==> config.mk <==
export PLATFORM = sky130hd
export DESIGN_NAME = seven_segment_scan
export DESIGN_NICKNAME = d
export VERILOG_FILES = /design/src/rtl/seven_segment_scan.sv
export SDC_FILE = /design/constraint.sdc
export NUM_CORES = 1
export LEC_CHECK = 0
export CAP_MARGIN = 20
export CORE_MARGIN = 10
export CORE_UTILIZATION = 42
export CTS_CLUSTER_DIAMETER = 80
export DETAILED_ROUTE_END_ITERATION = 10
export PLACE_DENSITY = 0.67
export SYNTH_ARGS = -nofsm -noshare
export SYNTH_HDL_FRONTEND = slang
export SYNTH_SLANG_ARGS = --single-unit
==> constraint.sdc <==
create_clock -name clk -period 2.34 [get_ports clk]
set_input_delay 0.234 -clock clk [delete_from_list [all_inputs] [get_ports clk]]
set_output_delay 0.234 -clock clk [all_outputs]
set_load 0.005 [all_outputs]
==> src/rtl/seven_segment_scan.sv <==
// Time-multiplexed hex display driver: decodes DIGITS nibbles, scans them over shared
// segment lines with registered outputs, and commits new values only on frame boundaries.
module seven_segment_scan #(
    parameter int DIGITS         = 4,
    parameter int CLK_DIV        = 16,
    parameter int SEG_ACTIVE_LOW = 0,
    parameter int AN_ACTIVE_LOW  = 1
) (
    input  logic                  clk,
    input  logic                  rst,
    input  logic [4*DIGITS-1:0]   value,
    input  logic [DIGITS-1:0]     dp_in,
    input  logic                  load,
    input  logic                  lz_en,
    output logic                  a,
    output logic                  b,
    output logic                  c,
    output logic                  d,
    output logic                  e,
    output logic                  f,
    output logic                  g,
    output logic                  dp,
    output logic [DIGITS-1:0]     an,
    output logic                  frame_start
);

    localparam int T_W   = (CLK_DIV > 1) ? $clog2(CLK_DIV) : 1;
    localparam int IDX_W = (DIGITS > 1) ? $clog2(DIGITS) : 1;
    localparam logic [T_W-1:0]   T_LAST   = T_W'(CLK_DIV - 1);
    localparam logic [IDX_W-1:0] IDX_LAST = IDX_W'(DIGITS - 1);
    localparam logic SEG_INV = (SEG_ACTIVE_LOW != 0);
    localparam logic AN_INV  = (AN_ACTIVE_LOW != 0);

    // Segment pattern ordered a..g, a in the MSB, 1 = lit.
    function automatic logic [6:0] decode_hex(input logic [3:0] nib);
        logic [6:0] seg;
        case (nib)
            4'h0: seg = 7'b1111110;
            4'h1: seg = 7'b0110000;
            4'h2: seg = 7'b1101101;
            4'h3: seg = 7'b1111001;
            4'h4: seg = 7'b0110011;
            4'h5: seg = 7'b1011011;
            4'h6: seg = 7'b1011111;
            4'h7: seg = 7'b1110000;
            4'h8: seg = 7'b1111111;
            4'h9: seg = 7'b1111011;
            4'hA: seg = 7'b1110111;
            4'hB: seg = 7'b0011111;
            4'hC: seg = 7'b1001110;
            4'hD: seg = 7'b0111101;
            4'hE: seg = 7'b1001111;
            default: seg = 7'b1000111;
        endcase
        return seg;
    endfunction

    logic [T_W-1:0]       t_reg, t_next;
    logic [IDX_W-1:0]     idx_reg, idx_next;
    logic                 tick_wrap, frame_wrap;

    logic [4*DIGITS-1:0]  shadow_value_reg, pend_value_reg;
    logic [DIGITS-1:0]    shadow_dp_reg, pend_dp_reg;
    logic                 shadow_lz_reg, pend_lz_reg;
    logic                 pend_valid_reg;

    logic [6:0]           seg_reg, seg_next;
    logic                 dp_reg, dp_next;
    logic [DIGITS-1:0]    an_reg, an_next;
    logic                 frame_start_reg, frame_start_next;

    // ---------------- scan counter ----------------
    assign tick_wrap  = (t_reg == T_LAST);
    assign frame_wrap = tick_wrap && (idx_reg == IDX_LAST);

    always_comb begin
        t_next   = t_reg + 1'b1;
        idx_next = idx_reg;
        if (tick_wrap) begin
            t_next   = '0;
            idx_next = (idx_reg == IDX_LAST) ? '0 : idx_reg + 1'b1;
        end
    end

    always_ff @(posedge clk or posedge rst) begin
        if (rst) begin
            t_reg   <= '0;
            idx_reg <= '0;
        end else begin
            t_reg   <= t_next;
            idx_reg <= idx_next;
        end
    end

    // ---------------- pending / shadow buffering ----------------
    // A load coinciding with the frame wrap bypasses pending so it shows next frame.
    always_ff @(posedge clk or posedge rst) begin
        if (rst) begin
            shadow_value_reg <= '0;
            shadow_dp_reg    <= '0;
            shadow_lz_reg    <= 1'b0;
            pend_value_reg   <= '0;
            pend_dp_reg      <= '0;
            pend_lz_reg      <= 1'b0;
            pend_valid_reg   <= 1'b0;
        end else begin
            if (load) begin
                pend_value_reg <= value;
                pend_dp_reg    <= dp_in;
                pend_lz_reg    <= lz_en;
                pend_valid_reg <= 1'b1;
            end
            if (frame_wrap) begin
                if (load) begin
                    shadow_value_reg <= value;
                    shadow_dp_reg    <= dp_in;
                    shadow_lz_reg    <= lz_en;
                end else if (pend_valid_reg) begin
                    shadow_value_reg <= pend_value_reg;
                    shadow_dp_reg    <= pend_dp_reg;
                    shadow_lz_reg    <= pend_lz_reg;
                end
                pend_valid_reg <= 1'b0;
            end
        end
    end

    // ---------------- leading-zero detection ----------------
    logic [DIGITS-1:0] nib_zero, upper_zero, blank, an_onehot;

    generate
        for (genvar gi = 0; gi < DIGITS; gi++) begin : g_digit
            assign nib_zero[gi]   = (shadow_value_reg[4*gi +: 4] == 4'h0);
            assign upper_zero[gi] = &nib_zero[DIGITS-1:gi];
            assign an_onehot[gi]  = (idx_reg == IDX_W'(gi));
            if (gi == 0) begin : g_lsd
                assign blank[gi] = 1'b0;
            end else begin : g_upper
                assign blank[gi] = shadow_lz_reg && upper_zero[gi];
            end
        end
    endgenerate

    // ---------------- active digit select and decode ----------------
    logic [3:0] cur_nib;
    logic       cur_dp, cur_blank;
    logic [6:0] seg_lit;
    logic [DIGITS-1:0] an_lit;

    always_comb begin
        cur_nib   = 4'h0;
        cur_dp    = 1'b0;
        cur_blank = 1'b0;
        for (int i = 0; i < DIGITS; i++) begin
            if (an_onehot[i]) begin
                cur_nib   = shadow_value_reg[4*i +: 4];
                cur_dp    = shadow_dp_reg[i];
                cur_blank = blank[i];
            end
        end
    end

    // A blank digit keeps its enable only when its decimal point must still show.
    always_comb begin
        seg_lit          = cur_blank ? 7'b0000000 : decode_hex(cur_nib);
        an_lit           = (cur_blank && !cur_dp) ? '0 : an_onehot;
        seg_next         = seg_lit ^ {7{SEG_INV}};
        dp_next          = cur_dp ^ SEG_INV;
        an_next          = an_lit ^ {DIGITS{AN_INV}};
        frame_start_next = (idx_reg == '0) && (t_reg == '0);
    end

    always_ff @(posedge clk or posedge rst) begin
        if (rst) begin
            seg_reg         <= {7{SEG_INV}};
            dp_reg          <= SEG_INV;
            an_reg          <= {DIGITS{AN_INV}};
            frame_start_reg <= 1'b0;
        end else begin
            seg_reg         <= seg_next;
            dp_reg          <= dp_next;
            an_reg          <= an_next;
            frame_start_reg <= frame_start_next;
        end
    end

    assign {a, b, c, d, e, f, g} = seg_reg;
    assign dp          = dp_reg;
    assign an          = an_reg;
    assign frame_start = frame_start_reg;

endmodule

==> results.json <==
{
  "status": "completed",
  "worst_clock_skew_ns": 0.00714,
  "yosys-top-cells-count": "dfrtp_1, mux2_2, ha_1",
  "clk_latency_ns": 0.33,
  "gp_congestion": 0.849,
  "required_ns": 2.55,
  "syn_area_mm2": 0.00286,
  "track_usage": 0.113,
  "num_io_pins": 37,
  "vias": 1764,
  "regToRegStartpoint": "idx_reg[0]$_DFFE_PP0N_",
  "synth_ff_type": "dfrtp_1",
  "rows": 29,
  "areaGrowthSynthToFinish_pct": 22.6,
  "grt_pass1_vias": 1879,
  "async_flop_share": 1.00,
  "multi_input_area_mm2": 0.00120,
  "layout-drive-gt1-share": 0.344,
  "finalHoldViolations": 0,
  "ys_ff_latch": 62,
  "cts_setup_buffers": 0,
  "final_core_util": 0.539,
  "startpoint": "idx_reg[0]$_DFFE_PP0N_",
  "path_class": "reg -> reg",
  "cp_common_cell": "inv_1",
  "synth_top_area_cell": "dfrtp_1",
  "fin_cells": 336,
  "grt_overflow": 0,
  "synth_edf_count": 0,
  "route.antenna.remaining_nets": 0,
  "totalWireLength_um": 5450,
  "hold_buffers": 0,
  "port_buffers": 36,
  "diodes": 0,
  "layout.nets": 291,
  "cts.path.max_buffers": 2,
  "maxSlewHeadroom": 0.637,
  "arrival_ns": 2.39,
  "die_w_um": 102,
  "synth_top_area_share": 0.508,
  "clk_pin_slew_ns": 0.07,
  "yosysMostFrequentCell": "dfrtp_1",
  "seq_area_mm2": 0.00156,
  "start_kind": "register",
  "firstDrtPassIters": 4,
  "antenna_found_initial": 0,
  "setup_violations": 0,
  "setup_tns_ns": 0,
  "design.die.area_mm2": 0.0105,
  "maxCapViolations": 0,
  "cts_tree": "yes",
  "synthCells": 212,
  "grt_max_degree": 40,
  "netlist_top_cells_area": "dfrtp_1, mux2_2, ha_1",
  "start_util": 0.440,
  "cp_max_fo": 10,
  "core_area_mm2": 0.00649,
  "cts-root-buf": "clkbuf_8",
  "synth_area_per_cell_um2": 13.5,
  "wl_per_cell_um": 16.2,
  "drc": 0,
  "p_per_area_mw_per_mm2": 612,
  "worstPathCellList": "inv_1 > ha_2 > a211oi_1 > a221o_2 > inv_1 > ha_1 > mux2i_1 > o221a_2",
  "n_fill_cell": 560,
  "numPlacedInstances": 321,
  "period_minus_slack_ns": 2.17,
  "cts_max_level": 3,
  "final_max_slew_viol_count": 0,
  "yosys_warnings": 0,
  "max_slew.worst_pin.slew_ns": 0.544,
  "max-vdd-ir-drop_mv": 0.318,
  "crit_slowest_cell": "dfrtp_1",
  "drtIter0Drc": 76,
  "fmax_mhz": 460,
  "p_leak_nw": 1.57,
  "hpwl_um": 3920,
  "stdcell_area_mm2": 0.00350,
  "placed_area_mm2": 0.00330,
  "numCtsBuffers": 9,
  "period_share": 0.929,
  "max_stage_delay_ns": 0.43,
  "grt_pass1_wl_um": 9160,
  "rsz0062_at_grt": "no",
  "hp-class": "in -> async",
  "syn-num-nets": 248,
  "endpoint_kind": "register",
  "clkSinkCount": 62,
  "synth.distinct_cells": 48,
  "seq_area_frac_synth": 0.545,
  "via_per_inst": 5.25,
  "die-height_um": 102
}
==> metrics by stage <==
stage	hold WS, ns	worst slack [ns]	power, mW
2_1_floorplan	0.398	0.189	1.20
3_3_place_gp	0.465	0.126	1.26
3_5_place_dp	0.443	0.0764	1.26
4_1_cts	0.269	0.0621	2.17
5_1_grt	0.314	0.0199	2.23
6_report	0.261	0.167	2.14
==> timing repair <==
action | in CTS | in global routing
setup endpoints to repair | 0 | 7
hold endpoints to repair | 0 | 0
gates resized for setup | 0 | 7
==> logic make-up (layout without fill, tap and decap cells) <==
group           Yosys count  in the layout  synth area share
simple gates             33             33            0.0727
compound gates           36             36             0.101
flops                    62             62             0.545
fa+ha+maj                12             12            0.0526
buf+inv                  21             68            0.0407
xor+xnor                  1              1           0.00307
mux                      47             47             0.185
==> layout make-up <==
type,instances,share of cell area
well taps,77,0.0275
clock buffers,11,0.0404
flip-flops and latches,62,0.444
inverters,10,0.0107
multi-input cells,129,0.342
repair buffers,43,0.121
clock inverters,4,0.0136
==> routing by layer <==
layer | wire [um] | global-route usage | vias to the layer above
li1 | - | - | 853
met1 | 2540 | 0.138 | 848
met2 | 2420 | 0.169 | 47
met3 | 330 | 0.0364 | 16
met4 | 160 | 0.0672 | 0
met5 | 0 | 0 | -
==> critical path: cells and delay by family, from the launching register on <==
family                     cells  cell delay, ns
AOI/OAI and AO/OA              3            0.78
buffers and inverters          2            0.22
DFF                            1            0.43
adders and majority gates      2            0.53
muxes                          1            0.10
==> cells in the final DEF (no fill, tap or decap), drive strengths merged, types with 2 or more instances in the layout <==
master         synthesis  routed
nor4                   3       3
mux2                  43      43
clkbuf                 1      11
nand3b                 4       4
clkinv                 0       2
a311oi                 2       2
o21ai                  9       9
nor3                   2       2
nand3                  2       2
dfrtp                 58      58
a21oi                  3       3
buf                   10       7
inv                   10      10
nor2b                  3       3
mux2i                  4       4
ha                    12      12
nor2                   2       2
clkdlybuf4s50          0      36
a311o                  2       2
a211oi                 3       3
nor3b                  5       5
o221a                  3       3
or3                    2       2
a21o                   2       2
o22ai                  2       2
dfstp                  4       4
nand2                  9       9
o211ai                 2       2
==> report_power, final <==
group          switching [mW]  total [mW]  leakage (nW)  internal (mW)
Clock                   0.396       0.907        0.0952          0.511
Sequential            0.00804        1.12         0.764           1.11
Combinational          0.0513       0.122         0.707         0.0707
==> final timing paths <==
kind	end	slack, ns	depth (start not counted)
hold / removal	pend_value_reg[4]$_DFFE_PP0P_	0.26	2
setup reg to reg	seg_reg[2]$_DFF_PP0_	0.17	8
max in group asynchronous	an[2]$_DFF_PP1_	1.43	3
min in group clk	an[3]$_DFF_PP1_	0.47	1
setup / recovery	seg_reg[2]$_DFF_PP0_	0.17	8
hold reg to reg	an[3]$_DFF_PP1_	0.47	1
No activity file was read; power rests on OpenSTA's default activity.
==> patch (same settings) <==
Register the output `a`, without a reset; this adds one clock of latency there. The other outputs are not delayed to match.
--- a/src/rtl/seven_segment_scan.sv
+++ b/src/rtl/seven_segment_scan.sv
@@ -31,4 +31,6 @@
     localparam logic SEG_INV = (SEG_ACTIVE_LOW != 0);
     localparam logic AN_INV  = (AN_ACTIVE_LOW != 0);
+
+    logic a_d;
 
     // Segment pattern ordered a..g, a in the MSB, 1 = lit.
@@ -185,9 +187,13 @@
     end
 
-    assign {a, b, c, d, e, f, g} = seg_reg;
+    assign {a_d, b, c, d, e, f, g} = seg_reg;
     assign dp          = dp_reg;
     assign an          = an_reg;
     assign frame_start = frame_start_reg;
 
+    always_ff @(posedge clk) begin
+        a <= a_d;
+    end
+
 endmodule
 
Behaviour: not the same (a bounded check fails within 4 cycles, from zero or initial values and one cycle with rst high).
==> patch against the original RTL <==
Area after synthesis rose by 0.70%; wire length up 0.33%; sequential cell count increased by 1; final area is 2.2% higher; setup slack got worse by 0.033 ns; global-route usage down 0.11 points; utilization decreased by 0.66 points; power up 1.3%.
==> patch: results (changes against the original RTL) <==
CP endpoint kind: register (unchanged)
clk buf depth: 2 (unchanged)
Slowest-stage cell, CP: dfrtp_1 (unchanged)
peak fanout along the critical path: 10 (unchanged)
multiplexer area fraction after synthesis: 18.36% (was 18.48%)
share of cells above drive strength 1: 34.96% (was 34.36%)
clock latency on the worst-skew pair: 0.34 ns
Post-Synth Adder-Cell Area: 5.220% (was 5.256%)
Inserted Clock Buffers: 9 (unchanged)
final net count: 297 (was 291)
first-pass GRT wire length: 9052 um (was 9163 um)
Hold WC Path Type: in2async (unchanged)
largest net degree at the start of global routing: 27 (was 40)
wire length per cell: 15.80 um (was 16.22 um)
Critical Path AT: 2.47 ns (was 2.39 ns)
Synth async-reset ratio: 98.41% (was 100.0%)
Syn. warnings: 0 (unchanged)
Main synth FF type: dfrtp_1 (unchanged)
initial antenna violation count: 0 (unchanged)
Clock H-tree levels: 3 (unchanged)
Netlist cell types: 49 (was 48)
router iterations before antenna repair: 4 (unchanged)
HPWL after DPL: 4037 um (was 3924 um)
LEAKAGE: 1.612 nW (was 1.566 nW)
sequential area share after synthesis: 54.81% (was 54.49%)
Starting DRT DRC Count: 64 (was 76)
post-synthesis compound-gate area fraction: 10.05% (was 10.12%)
Final Wtd Congestion: 0.8167 (was 0.8485)
CP max stage delay: 0.42 ns
RR Startpoint: idx_reg[0] (unchanged)
top cells by count, synth: dfrtp_1 (58), mux2_2 (42), ha_1 (12) (unchanged)
IO Port Bufs: 36 (unchanged)
xor and xnor area share after synthesis: 0.3045% (was 0.3066%)
Post-Syn Nets: 249 (was 248)
ANT cells: 0 (unchanged)
vias in the first global route: 1861 (was 1879)
dominant cells by area after synthesis: dfrtp_1 (50%), mux2_2 (16%), ha_1 (5.2%) (was dfrtp_1 (51%), mux2_2 (17%), ha_1 (5.3%))
GRT Total Usage: 11.14% (was 11.25%)
crit path kind: reg2reg (unchanged)
clk slew on worst S/H paths: 0.07 ns (about the same)
Max VDD drop: 0.2467 mV (was 0.3176 mV)
status: finished, final reports clean (unchanged)
Slew Limit Fails: 0 (unchanged)
clk root buf: clkbuf_8 (unchanged)
Vias per Instance: 5.176 (was 5.250)
Least-Margin Pin Slew: 0.4616 ns (was 0.5436 ns)
Clock Skews: 0.01006 ns (was 0.007139 ns)
==> patch: report_power, final <==
group / internal [mW] / switching [mW] / total, mW
Sequential: 1.12 / 0.00876 / 1.13
Clock: 0.492 / 0.423 / 0.915
Combinational: 0.0728 / 0.0521 / 0.125
==> patch: cell families after synthesis <==
family / Yosys count
AOI/OAI and AO/OA: 36
adders and majority gates: 12
buffers and inverters: 21
DFF: 63
and+or+nand+nor: 33
muxes: 47
xor gates and xnor gates: 1
==> patch: layout make-up <==
type                            instances  area (um^2)
Tap cell                               80        100.1
Sequential cell                        63         1577
Clock buffer                            9        123.9
Multi-Input combinational cell        129         1191
Clock inverter                          7        73.82
Timing Repair Buffer                   48        475.5
Fill cell                             585         3141
Inverter                               10        37.54
==> patch: critical path: cells and delay by family, from the launching register on <==
kind / cells / cell delay, ns
compound gates: 3 / 0.58
fa+ha+maj: 2 / 0.56
flops: 1 / 0.42
simple gates: 1 / 0.39
buf+inv: 2 / 0.18
==> patch: per-layer routing <==
layer  routed length, um  track usage (%)
met4                  87            5.027
met5                   0                0
met3                 374            4.290
met1                2504            13.68
met2                2501            16.98
==> patch: repair_timing <==
item,4_1_cts,5_1_grt
endpoints found under the setup margin,0,6
setup buffers,0,2
hold endpoints to repair,0,0
gates resized for setup,0,4
==> patch: through the flow <==
| step | hold slack [ns] | std cells | power (mW) | setup WS [ns] | instance area, um^2 |
|---|---|---|---|---|---|
| after floorplan | 0.3242 | 213 | 1.215 | 0.1889 | 2877 |
| after global placement | 0.3317 | 328 | 1.278 | 0.1432 | 3358 |
| after detailed placement | 0.3269 | 328 | 1.283 | 0.03894 | 3358 |
| after CTS | 0.2003 | 344 | 2.206 | 0.02068 | 3556 |
| after global routing | 0.2464 | 346 | 2.278 | -0.002234 | 3578 |
| final | 0.1980 | 346 | 2.173 | 0.1341 | 3578 |
==> patch: worst paths after layout <==
path                                           to  slack, ns  cells after the start
worst min register to register                  a       0.34                      0
max in group asynchronous                   an[0]       1.51                      3
min in group clk                                a       0.34                      0
worst max-delay path                   seg_reg[6]       0.13                      8
worst max register to register         seg_reg[6]       0.13                      8
worst min-delay path            pend_value_reg[0]       0.20                      2
